**src/rtl/vec_elem_sequencer_pkg.sv**
```systemverilog
// Shared vtype field layout, SEW/LMUL encodings and sequencer state encoding
// for the vector element sequencer.
package vec_elem_sequencer_pkg;

    localparam int unsigned VLEN_BITS  = 64;

    localparam int unsigned VT_VALID   = 6;
    localparam int unsigned VT_SEW_HI  = 5;
    localparam int unsigned VT_SEW_LO  = 3;
    localparam int unsigned VT_LMUL_HI = 2;
    localparam int unsigned VT_LMUL_LO = 0;

    typedef enum logic [2:0] {
        SEW_8  = 3'b000,
        SEW_16 = 3'b001,
        SEW_32 = 3'b010,
        SEW_64 = 3'b011
    } sew_e;

    typedef enum logic [2:0] {
        LMUL_1 = 3'b000,
        LMUL_2 = 3'b001,
        LMUL_4 = 3'b010,
        LMUL_8 = 3'b011
    } lmul_e;

    typedef enum logic [1:0] {
        ST_IDLE,
        ST_RUN,
        ST_DONE
    } state_e;

endpackage

```
**src/rtl/vec_elem_sequencer_addr.sv**
```systemverilog
// Maps an element index and SEW to the register within the group
// (base + offset, 5-bit wrap) and the byte offset inside that register.
module vec_elem_addr
    import vec_elem_sequencer_pkg::*;
(
    input  logic [5:0] i_idx,
    input  logic [2:0] i_sew,
    input  logic [4:0] i_base,
    output logic [4:0] o_vreg,
    output logic [2:0] o_byte_off
);

    logic [5:0] w_reg_off;

    always_comb begin
        w_reg_off  = '0;
        o_byte_off = '0;
        case (sew_e'(i_sew))
            SEW_8: begin
                w_reg_off  = {3'b000, i_idx[5:3]};
                o_byte_off = i_idx[2:0];
            end
            SEW_16: begin
                w_reg_off  = {2'b00, i_idx[5:2]};
                o_byte_off = {i_idx[1:0], 1'b0};
            end
            SEW_32: begin
                w_reg_off  = {1'b0, i_idx[5:1]};
                o_byte_off = {i_idx[0], 2'b00};
            end
            default: begin
                w_reg_off  = i_idx;
                o_byte_off = '0;
            end
        endcase
    end

    // Register numbers wrap modulo 32; group legality is the caller's problem.
    assign o_vreg = 5'(i_base + w_reg_off);

endmodule

```
**src/rtl/vec_elem_sequencer.sv**
```systemverilog
// Latches vl/vtype/AVL CSRs and steps element indices 0..vl-1 of each issued
// vector instruction toward EX over a valid/ready handshake, stalling ID.
module vec_elem_sequencer
    import vec_elem_sequencer_pkg::*;
#(
    parameter int unsigned VLEN = VLEN_BITS,
    parameter int unsigned OPW  = 6
) (
    input  logic           clk,
    input  logic           rst,
    input  logic           vcsr_wen,
    input  logic [6:0]     new_vl,
    input  logic [6:0]     new_vtype,
    input  logic [6:0]     new_AVL,
    input  logic           issue_valid,
    output logic           issue_ready,
    input  logic [OPW-1:0] issue_op,
    input  logic [4:0]     issue_vd,
    input  logic [4:0]     issue_vs1,
    input  logic [4:0]     issue_vs2,
    output logic           elem_valid,
    input  logic           elem_ready,
    output logic [OPW-1:0] elem_op,
    output logic [5:0]     elem_idx,
    output logic [4:0]     elem_vd,
    output logic [4:0]     elem_vs1,
    output logic [4:0]     elem_vs2,
    output logic [2:0]     elem_byte_off,
    output logic [2:0]     elem_sew,
    output logic           elem_last,
    output logic           seq_done,
    output logic           stall_id,
    output logic [6:0]     csr_vl,
    output logic [6:0]     csr_vtype,
    output logic [6:0]     csr_avl
);

    localparam int unsigned IDXW = $clog2(VLEN);

    state_e           r_state;
    state_e           w_state_nxt;

    logic [6:0]       r_csr_vl;
    logic [6:0]       r_csr_vtype;
    logic [6:0]       r_csr_avl;

    logic [OPW-1:0]   r_op;
    logic [2:0]       r_sew;
    logic [4:0]       r_vd_base;
    logic [4:0]       r_vs1_base;
    logic [4:0]       r_vs2_base;
    logic [IDXW-1:0]  r_idx;
    logic [4:0]       r_vd;
    logic [4:0]       r_vs1;
    logic [4:0]       r_vs2;
    logic [2:0]       r_byte_off;
    logic             r_last;

    logic             w_idle;
    logic             w_csr_wr;
    logic             w_accept;
    logic             w_beat;
    logic             w_step;
    logic [IDXW-1:0]  w_idx_nxt;
    logic [2:0]       w_sew_sel;
    logic [4:0]       w_vd_base_sel;
    logic [4:0]       w_vs1_base_sel;
    logic [4:0]       w_vs2_base_sel;
    logic [4:0]       w_vd_nxt;
    logic [4:0]       w_vs1_nxt;
    logic [4:0]       w_vs2_nxt;
    logic [2:0]       w_vd_byte_off;
    logic [2:0]       w_vs1_byte_off;
    logic [2:0]       w_vs2_byte_off;
    logic             w_last_nxt;

    assign w_idle   = (r_state == ST_IDLE);
    assign w_csr_wr = w_idle && vcsr_wen;
    assign w_beat   = (r_state == ST_RUN) && elem_ready;
    assign w_step   = w_beat && !r_last;

    // Element fields are registered for the *next* beat: index 0 from the
    // issue inputs on accept, otherwise idx+1 from the latched instruction.
    assign w_idx_nxt      = w_idle ? '0 : r_idx + IDXW'(1);
    assign w_sew_sel      = w_idle ? r_csr_vtype[VT_SEW_HI:VT_SEW_LO] : r_sew;
    assign w_vd_base_sel  = w_idle ? issue_vd  : r_vd_base;
    assign w_vs1_base_sel = w_idle ? issue_vs1 : r_vs1_base;
    assign w_vs2_base_sel = w_idle ? issue_vs2 : r_vs2_base;
    assign w_last_nxt     = ({1'b0, w_idx_nxt} == (r_csr_vl - 7'd1));

    vec_elem_addr u_addr_vd (
        .i_idx      (w_idx_nxt),
        .i_sew      (w_sew_sel),
        .i_base     (w_vd_base_sel),
        .o_vreg     (w_vd_nxt),
        .o_byte_off (w_vd_byte_off)
    );

    vec_elem_addr u_addr_vs1 (
        .i_idx      (w_idx_nxt),
        .i_sew      (w_sew_sel),
        .i_base     (w_vs1_base_sel),
        .o_vreg     (w_vs1_nxt),
        .o_byte_off (w_vs1_byte_off)
    );

    vec_elem_addr u_addr_vs2 (
        .i_idx      (w_idx_nxt),
        .i_sew      (w_sew_sel),
        .i_base     (w_vs2_base_sel),
        .o_vreg     (w_vs2_nxt),
        .o_byte_off (w_vs2_byte_off)
    );

    always_comb begin
        w_state_nxt = r_state;
        issue_ready = 1'b0;
        elem_valid  = 1'b0;
        seq_done    = 1'b0;
        stall_id    = 1'b0;
        w_accept    = 1'b0;
        case (r_state)
            ST_IDLE: begin
                issue_ready = !vcsr_wen && !rst;
                w_accept    = issue_valid && issue_ready;
                if (w_accept) begin
                    if (!r_csr_vtype[VT_VALID] || (r_csr_vl == '0)) begin
                        w_state_nxt = ST_DONE;
                    end else begin
                        w_state_nxt = ST_RUN;
                    end
                end
            end
            ST_RUN: begin
                elem_valid = 1'b1;
                stall_id   = 1'b1;
                if (w_beat && r_last) begin
                    w_state_nxt = ST_DONE;
                end
            end
            ST_DONE: begin
                seq_done    = 1'b1;
                stall_id    = 1'b1;
                w_state_nxt = ST_IDLE;
            end
            default: begin
                w_state_nxt = ST_IDLE;
            end
        endcase
    end

    always_ff @(posedge clk) begin
        if (rst) begin
            r_state     <= ST_IDLE;
            r_csr_vl    <= '0;
            r_csr_vtype <= '0;
            r_csr_avl   <= '0;
            r_op        <= '0;
            r_sew       <= '0;
            r_vd_base   <= '0;
            r_vs1_base  <= '0;
            r_vs2_base  <= '0;
            r_idx       <= '0;
            r_vd        <= '0;
            r_vs1       <= '0;
            r_vs2       <= '0;
            r_byte_off  <= '0;
            r_last      <= 1'b0;
        end else begin
            r_state <= w_state_nxt;
            if (w_csr_wr) begin
                r_csr_vl    <= new_vl;
                r_csr_vtype <= new_vtype;
                r_csr_avl   <= new_AVL;
            end
            if (w_accept) begin
                r_op       <= issue_op;
                r_sew      <= w_sew_sel;
                r_vd_base  <= issue_vd;
                r_vs1_base <= issue_vs1;
                r_vs2_base <= issue_vs2;
            end
            if (w_accept || w_step) begin
                r_idx      <= w_idx_nxt;
                r_vd       <= w_vd_nxt;
                r_vs1      <= w_vs1_nxt;
                r_vs2      <= w_vs2_nxt;
                r_byte_off <= w_vd_byte_off;
                r_last     <= w_last_nxt;
            end
        end
    end

    assign elem_op       = r_op;
    assign elem_idx      = r_idx;
    assign elem_vd       = r_vd;
    assign elem_vs1      = r_vs1;
    assign elem_vs2      = r_vs2;
    assign elem_byte_off = r_byte_off;
    assign elem_sew      = r_sew;
    assign elem_last     = r_last;
    assign csr_vl        = r_csr_vl;
    assign csr_vtype     = r_csr_vtype;
    assign csr_avl       = r_csr_avl;

endmodule

```
**config.mk**
```make
export PLATFORM = sky130hd
export DESIGN_NAME = vec_elem_sequencer
export DESIGN_NICKNAME = d
export VERILOG_FILES = /design/src/rtl/vec_elem_sequencer_pkg.sv /design/src/rtl/vec_elem_sequencer_addr.sv /design/src/rtl/vec_elem_sequencer.sv
export SDC_FILE = /design/constraint.sdc
export NUM_CORES = 1
export LEC_CHECK = 0
export CAP_MARGIN = 10
export CORE_UTILIZATION = 39
export DETAILED_ROUTE_END_ITERATION = 10
export HOLD_SLACK_MARGIN = 0.15
export PLACE_DENSITY = 0.67
export SETUP_SLACK_MARGIN = 0.15
export SYNTH_ARGS = -nofsm -noshare
export SYNTH_HDL_FRONTEND = slang
export SYNTH_SLANG_ARGS = --single-unit
export TNS_END_PERCENT = 50
```
**constraint.sdc**
```tcl
create_clock -name clk -period 4.85 [get_ports clk]
set_input_delay 0.485 -clock clk [delete_from_list [all_inputs] [get_ports clk]]
set_output_delay 0.485 -clock clk [all_outputs]
set_load 0.01 [all_outputs]
```
==> Word level (Yosys, flattened, before mapping) <==
Index checks and enable logic that the tools add are counted.
{ "totals": {"reg_bits": 72, "word_cells": 60} }
{ "classes": {"add_sub_neg": 5, "n_eq_ne": 7, "n_mux": 16, "reduce_logical": 17} }
{ "ops": {"columns": ["op", "n"], "rows": [
  ["5-bit adder", 3],
  ["5-bit two-way mux", 3],
  ["5-bit case mux with 3 select lines", 1],
  ["3-bit case mux with 3 select lines", 1],
  ["6-bit by 7-bit == test with 1-bit output", 1],
  ["7-bit zero test", 1],
  ["7-bit by 1-bit subtractor with 7-bit output, second input constant", 1],
  ["6-bit by 1-bit adder with 6-bit output, second input constant", 1],
  ["1-bit logical AND", 6],
  ["2-bit two-way mux", 3],
  ["6-bit two-way mux", 1],
  ["1-bit two-way mux", 5],
  ["1-bit zero test", 4],
  ["2-bit by 1-bit inequality test with 1-bit output, second input constant", 2],
  ["2-bit case mux with 2 select lines", 1],
  ["3-bit by 1-bit == test with 1-bit output, second input constant", 1],
  ["3-bit by 2-bit == test with 1-bit output, second input constant", 1],
  ["3-bit zero test", 1],
  ["3-bit two-way mux", 1],
  ["2-bit by 1-bit == test with 1-bit output, second input constant", 1],
  ["2-bit == test, second input constant", 1],
  ["2-bit zero test", 1],
  ["1-bit logical OR", 2],
  ["2-bit AND reduction", 1],
  ["2-bit OR reduction", 1]
]} }

==> Logic depth before layout (Yosys ltp) <==
{ "logic_depth": {"depth_word": 5, "depth_mapped": 17, "mapped_depth_nobuf": 15} }

==> Cells and area by module <==
Synthesis repeated with hierarchy kept, for this count alone.
{ "unflattened": {"cells_unflattened": 530, "area_unflattened_um2": 4266.6} }
{ "by_module_without_submodules": {"columns": ["module", "instances", "cells_each", "area_each_um2", "seq_area_each_um2"], "rows": [
  ["vec_elem_sequencer", 1, 395, 3151.8, 1441.4],
  ["vec_elem_addr (u_addr_vd ...)", 2, 44, 374.1, 0.0],
  ["vec_elem_addr (u_addr_vs1)", 1, 47, 366.6, 0.0]
]} }

==> Least setup slack after synthesis <==
OpenSTA, ideal clock, no wires.
{ "synth_timing": {"path_type": "register -> register", "startpoint": "reg r_state[0]", "endpoint": "reg r_vd[4], in the netlist elem_vd[4]", "setup_ps": 88, "arrival_ps": 3185, "t_required_ps": 4762, "path_slack_ps": 1577, "stages_incl_launch_ff": 17, "synth_period_minus_slack_ps": 3273, "cell_sequence": "dfxtp_1 -> inv_1 -> ha_1 -> buf_4 -> nor3_1 -> a21oi_2 -> mux2i_1 -> or3_1 -> o21ai_0 -> ha_1 -> inv_1 -> fa_1 -> nor2b_1 -> o21ai_0 -> a21boi_0 -> o211ai_1 -> a311oi_2"} }
{ "synth_via": {"elab_chain_cells": 5, "elab_cells_between_ends": 14} }
{ "synth_lines": {"columns": ["item", "line", "source"], "rows": [
  ["from (decl)", "vec_elem_sequencer.sv:40", "state_e r_state;"],
  ["from (signal assigned)", "vec_elem_sequencer.sv:170", "r_state <= w_state_nxt;"],
  ["2-bit zero test", "vec_elem_sequencer.sv:77, vec_elem_sequencer.sv:122", null],
  ["3-bit two-way mux", "vec_elem_sequencer.sv:85", "assign w_sew_sel = w_idle ? r_csr_vtype[VT_SEW_HI:VT_SEW_LO] : r_sew;"],
  ["3-bit by 2-bit == test with 1-bit output, or another cell as far along", "vec_elem_sequencer_addr.sv:18", "case (sew_e'(i_sew))"],
  ["5-bit case mux with 3 select lines", "vec_elem_sequencer_addr.sv:18", null],
  ["5-bit adder", "vec_elem_sequencer_addr.sv:39", "assign o_vreg = 5'(i_base + w_reg_off);"],
  ["to (signal assigned)", "vec_elem_sequencer.sv:185", "r_vd <= w_vd_nxt;"],
  ["to (decl)", "vec_elem_sequencer.sv:53", "logic [4:0] r_vd;"]
]} }
Several ways; a longest one is shown, not always the timed one.
A chain may end at the register's enable or synchronous reset.

==> Final worst setup path <==
{ "layout_timing": {"startpoint": "reg r_state[1]", "endpoint": "reg r_vs1[4], in the netlist elem_vs1[4]"} }
{ "layout_via": {"elab_chain_cells": 5, "elab_cells_between_ends": 14} }
{ "layout_lines": {"columns": ["item", "line", "source"], "rows": [
  ["2-bit zero test", "vec_elem_sequencer.sv:77, vec_elem_sequencer.sv:122", null],
  ["3-bit two-way mux", "vec_elem_sequencer.sv:85", null],
  ["3-bit by 2-bit == test with 1-bit output, or another cell as far along", "vec_elem_sequencer_addr.sv:18", null],
  ["5-bit case mux with 3 select lines", "vec_elem_sequencer_addr.sv:18", null],
  ["5-bit adder", "vec_elem_sequencer_addr.sv:39", null],
  ["to (signal assigned)", "vec_elem_sequencer.sv:186", "r_vs1 <= w_vs1_nxt;"],
  ["to (decl)", "vec_elem_sequencer.sv:54", "logic [4:0] r_vs1;"]
]} }
Several ways; a longest one is shown, not always the timed one.

==> results.cfg <==
[outcome]
outcome = finished, final reports clean

[worst_setup_path]
crit_arrival_ns = 4.10
critical_path.startpoint_type = flip-flop
worstSetupPathType = flip-flop to flip-flop
crit_fanout = 21
crit_required_ns = 5.12
end_kind = flip-flop

[synthesis]
avgSynthCellArea_um2 = 7.956
synthDominantCellAreaShare = 0.3735
syn-cell-area_um2 = 3859
synth_cells = 485
synth-main-ff-cell = dfxtp_1
yosysWarningCount = 0
synth_edf_count = 0
synth_largest_area_cell = dfxtp_1
synth-seq-cells = 72
ys_async_sr_fraction = 0
synth_nets = 553
synth-seq-area-share = 0.3735
ys_top_cells_by_area = dfxtp_1 (37%), nand2_1 (11%), a21oi_1 (9.7%)
synth_cell_types = 53

[die]
rows = 35
num_io_pins = 106
die_area_um2 = 10300
start_util = 0.4098
die_y_um = 101.5
fp.dieW_um = 101.5
coreArea_um2 = 9415

[final_layout]
layout_commonest_cell = nand2_1
final_cell_mix = nand2_1 (116), clkdlybuf4s50_1 (104), a21oi_1 (75)
seqCellArea_um2 = 1441
layout.cells.non_filler = 713
multiInputGateArea_um2 = 2247
n_antenna_cell = 0
fin_nets = 647
area_growth_pct = 35.80
drive_above_1_share = 0.08390
fillers = 884

[sta]
min_period_ns = 3.822
relSlewSlack = 0.4835
finalHoldViolCount = 0
setup_viol_count_final = 0
fmax_mhz = 261.7
rsz0062_at_grt = no
slew_viol_final = 0
hold_slack_ns = 0.4526
tns_ns = 0
min_period_over_period = 0.7880
finClkSkew_ns = 0.009906
worst_slew_pin_slew_ns = 0.7748

[drt]
drtPass1Iterations = 5
detail-route-antenna-nets = 0
drc = 0
routedWlPerCell_um = 14.58
route.vias.total = 3677
via_per_inst = 5.157
wl_um = 10400
drt_iter0_drc = 171

[global_routing]
grt_first_pass_wirelength_um = 16940
grt_pass1_vias = 3503
grt_max_degree = 47
grt_remaining_overflow = 0
antenna_found_initial = 0
grtUsageTotal = 0.2111

[clock_network]
clk_pin_slew_worst_paths_ns = 0.08
h-tree-depth = 3
clock_path_buffers = 2
cts-root-buf = clkbuf_8
post-cts-setup-buffers = 0
ctsHoldBuffers = 0
insertion_delay_ns = 0.36
cts_sinks = 72
cts_buffers = 9
tritoncts = built
cts_resized = 0

[power]
powerDensity_nw_per_um2 = 310.4
p_total_mw = 1.627
peakVddDrop_mv = 0.1874
leakage_nw = 1.943

[placement]
hpwlAfterDp_um = 7520
numPortBuffers = 105
gp_congestion = 0.8406
place_inst = 697

[flow_run]
max_cap_viol_count = 0

[hold_path]
hold_path.class = flip-flop to flip-flop
==> metal layers <==
metal | vias to the layer above | track usage | wire, um
li1 | 1846 | - | -
met1 | 1718 | 0.2779 | 4822
met2 | 106 | 0.3396 | 4773
met3 | 7 | 0.05728 | 699
met4 | 0 | 0.05909 | 103
met5 | - | 0 | 0
==> per-stage QoR <==
stage / setup WS [ns] / instance area, um2 / util
after floorplan: 1.577 / 3859 / -
after global placement: 1.292 / 5009 / 0.5320
after detailed placement: 1.099 / 5009 / 0.5320
after CTS: 1.076 / 5240 / 0.5565
after global routing: 0.7103 / 5240 / 0.5565
final: 1.028 / 5240 / 0.5565
==> cells in the mapped netlist (2+ instances only) <==
| master | number |
|---|---|
| a211o_1 | 3 |
| a211oi_1 | 5 |
| a21boi_0 | 3 |
| a21o_1 | 6 |
| a21oi_1 | 75 |
| a311oi_2 | 3 |
| and2_1 | 2 |
| buf_2 | 6 |
| buf_4 | 2 |
| clkbuf_1 | 19 |
| dfxtp_1 | 72 |
| fa_1 | 3 |
| ha_1 | 18 |
| inv_1 | 18 |
| mux2_2 | 14 |
| mux2i_1 | 9 |
| nand2_1 | 116 |
| nand3_1 | 3 |
| nand3b_1 | 2 |
| nor2_1 | 27 |
| nor2b_1 | 9 |
| nor3_1 | 10 |
| nor3b_1 | 3 |
| nor4_1 | 2 |
| nor4b_1 | 2 |
| o211ai_1 | 4 |
| o21ai_0 | 8 |
| o31ai_1 | 2 |
| or3_1 | 3 |
| xnor2_1 | 10 |
| xor2_1 | 4 |
==> path summary, 6_finish.rpt <==
path	startpoint	end	slack, ns	depth (start not counted)
setup / recovery	r_state[1]$_SDFFE_PP0P_	elem_vs1[4]$_SDFFE_PP0P_	1.03	15
hold reg to reg	r_vd_base[0]$_SDFFE_PP0P_	r_vd_base[0]$_SDFFE_PP0P_	0.45	2
hold / removal	r_vd_base[0]$_SDFFE_PP0P_	r_vd_base[0]$_SDFFE_PP0P_	0.45	2
setup reg to reg	r_state[1]$_SDFFE_PP0P_	elem_vs1[4]$_SDFFE_PP0P_	1.03	15
==> sequential cells by signal, summed over array words and instances (netlist names) <==
signal and count:
csr_avl 7, csr_vl 7, csr_vtype 7, elem_idx 6, elem_op 6, elem_vd 5, elem_vs1 5, elem_vs2 5
r_vd_base 5, r_vs1_base 5, r_vs2_base 5, elem_byte_off 3, elem_sew 3, r_state 2, elem_last 1
==> logic make-up (layout without fill, tap and decap cells) <==
group | Yosys count | after routing | share of synthesized area
mux | 24 | 24 | 0.06777
fa+ha+maj | 21 | 21 | 0.07393
compound gates | 118 | 118 | 0.1842
xor+xnor | 14 | 14 | 0.03177
flops | 72 | 72 | 0.3735
buf+inv | 46 | 145 | 0.04864
simple gates | 190 | 190 | 0.2202
==> worst max-delay path: stages (launching register included) <==
cell	delay (ns)
dfxtp_1	0.32
inv_1	0.10
ha_2	0.43
buf_4	0.34
nor3_2	0.07
a21o_1	0.21
or3_1	0.34
o21ai_0	0.20
ha_1	0.26
inv_1	0.06
fa_1	0.37
nor2b_1	0.17
o21ai_0	0.12
a21boi_0	0.29
o211ai_1	0.18
a311oi_2	0.28
==> area by class of cell <==
class,instances,area share
clock buffer,12,0.02961
multi-input combinational,367,0.4288
sequential,72,0.2751
timing repair buffer,111,0.2082
inverter,18,0.01289
tap,129,0.03080
clock inverter,4,0.01457
==> report_power, final <==
group / total (mW) / switching [mW] / internal, mW
Combinational: 0.431 / 0.221 / 0.209
Sequential: 0.644 / 0.0221 / 0.622
Clock: 0.551 / 0.232 / 0.319
(Power assumes the default switching activity.)
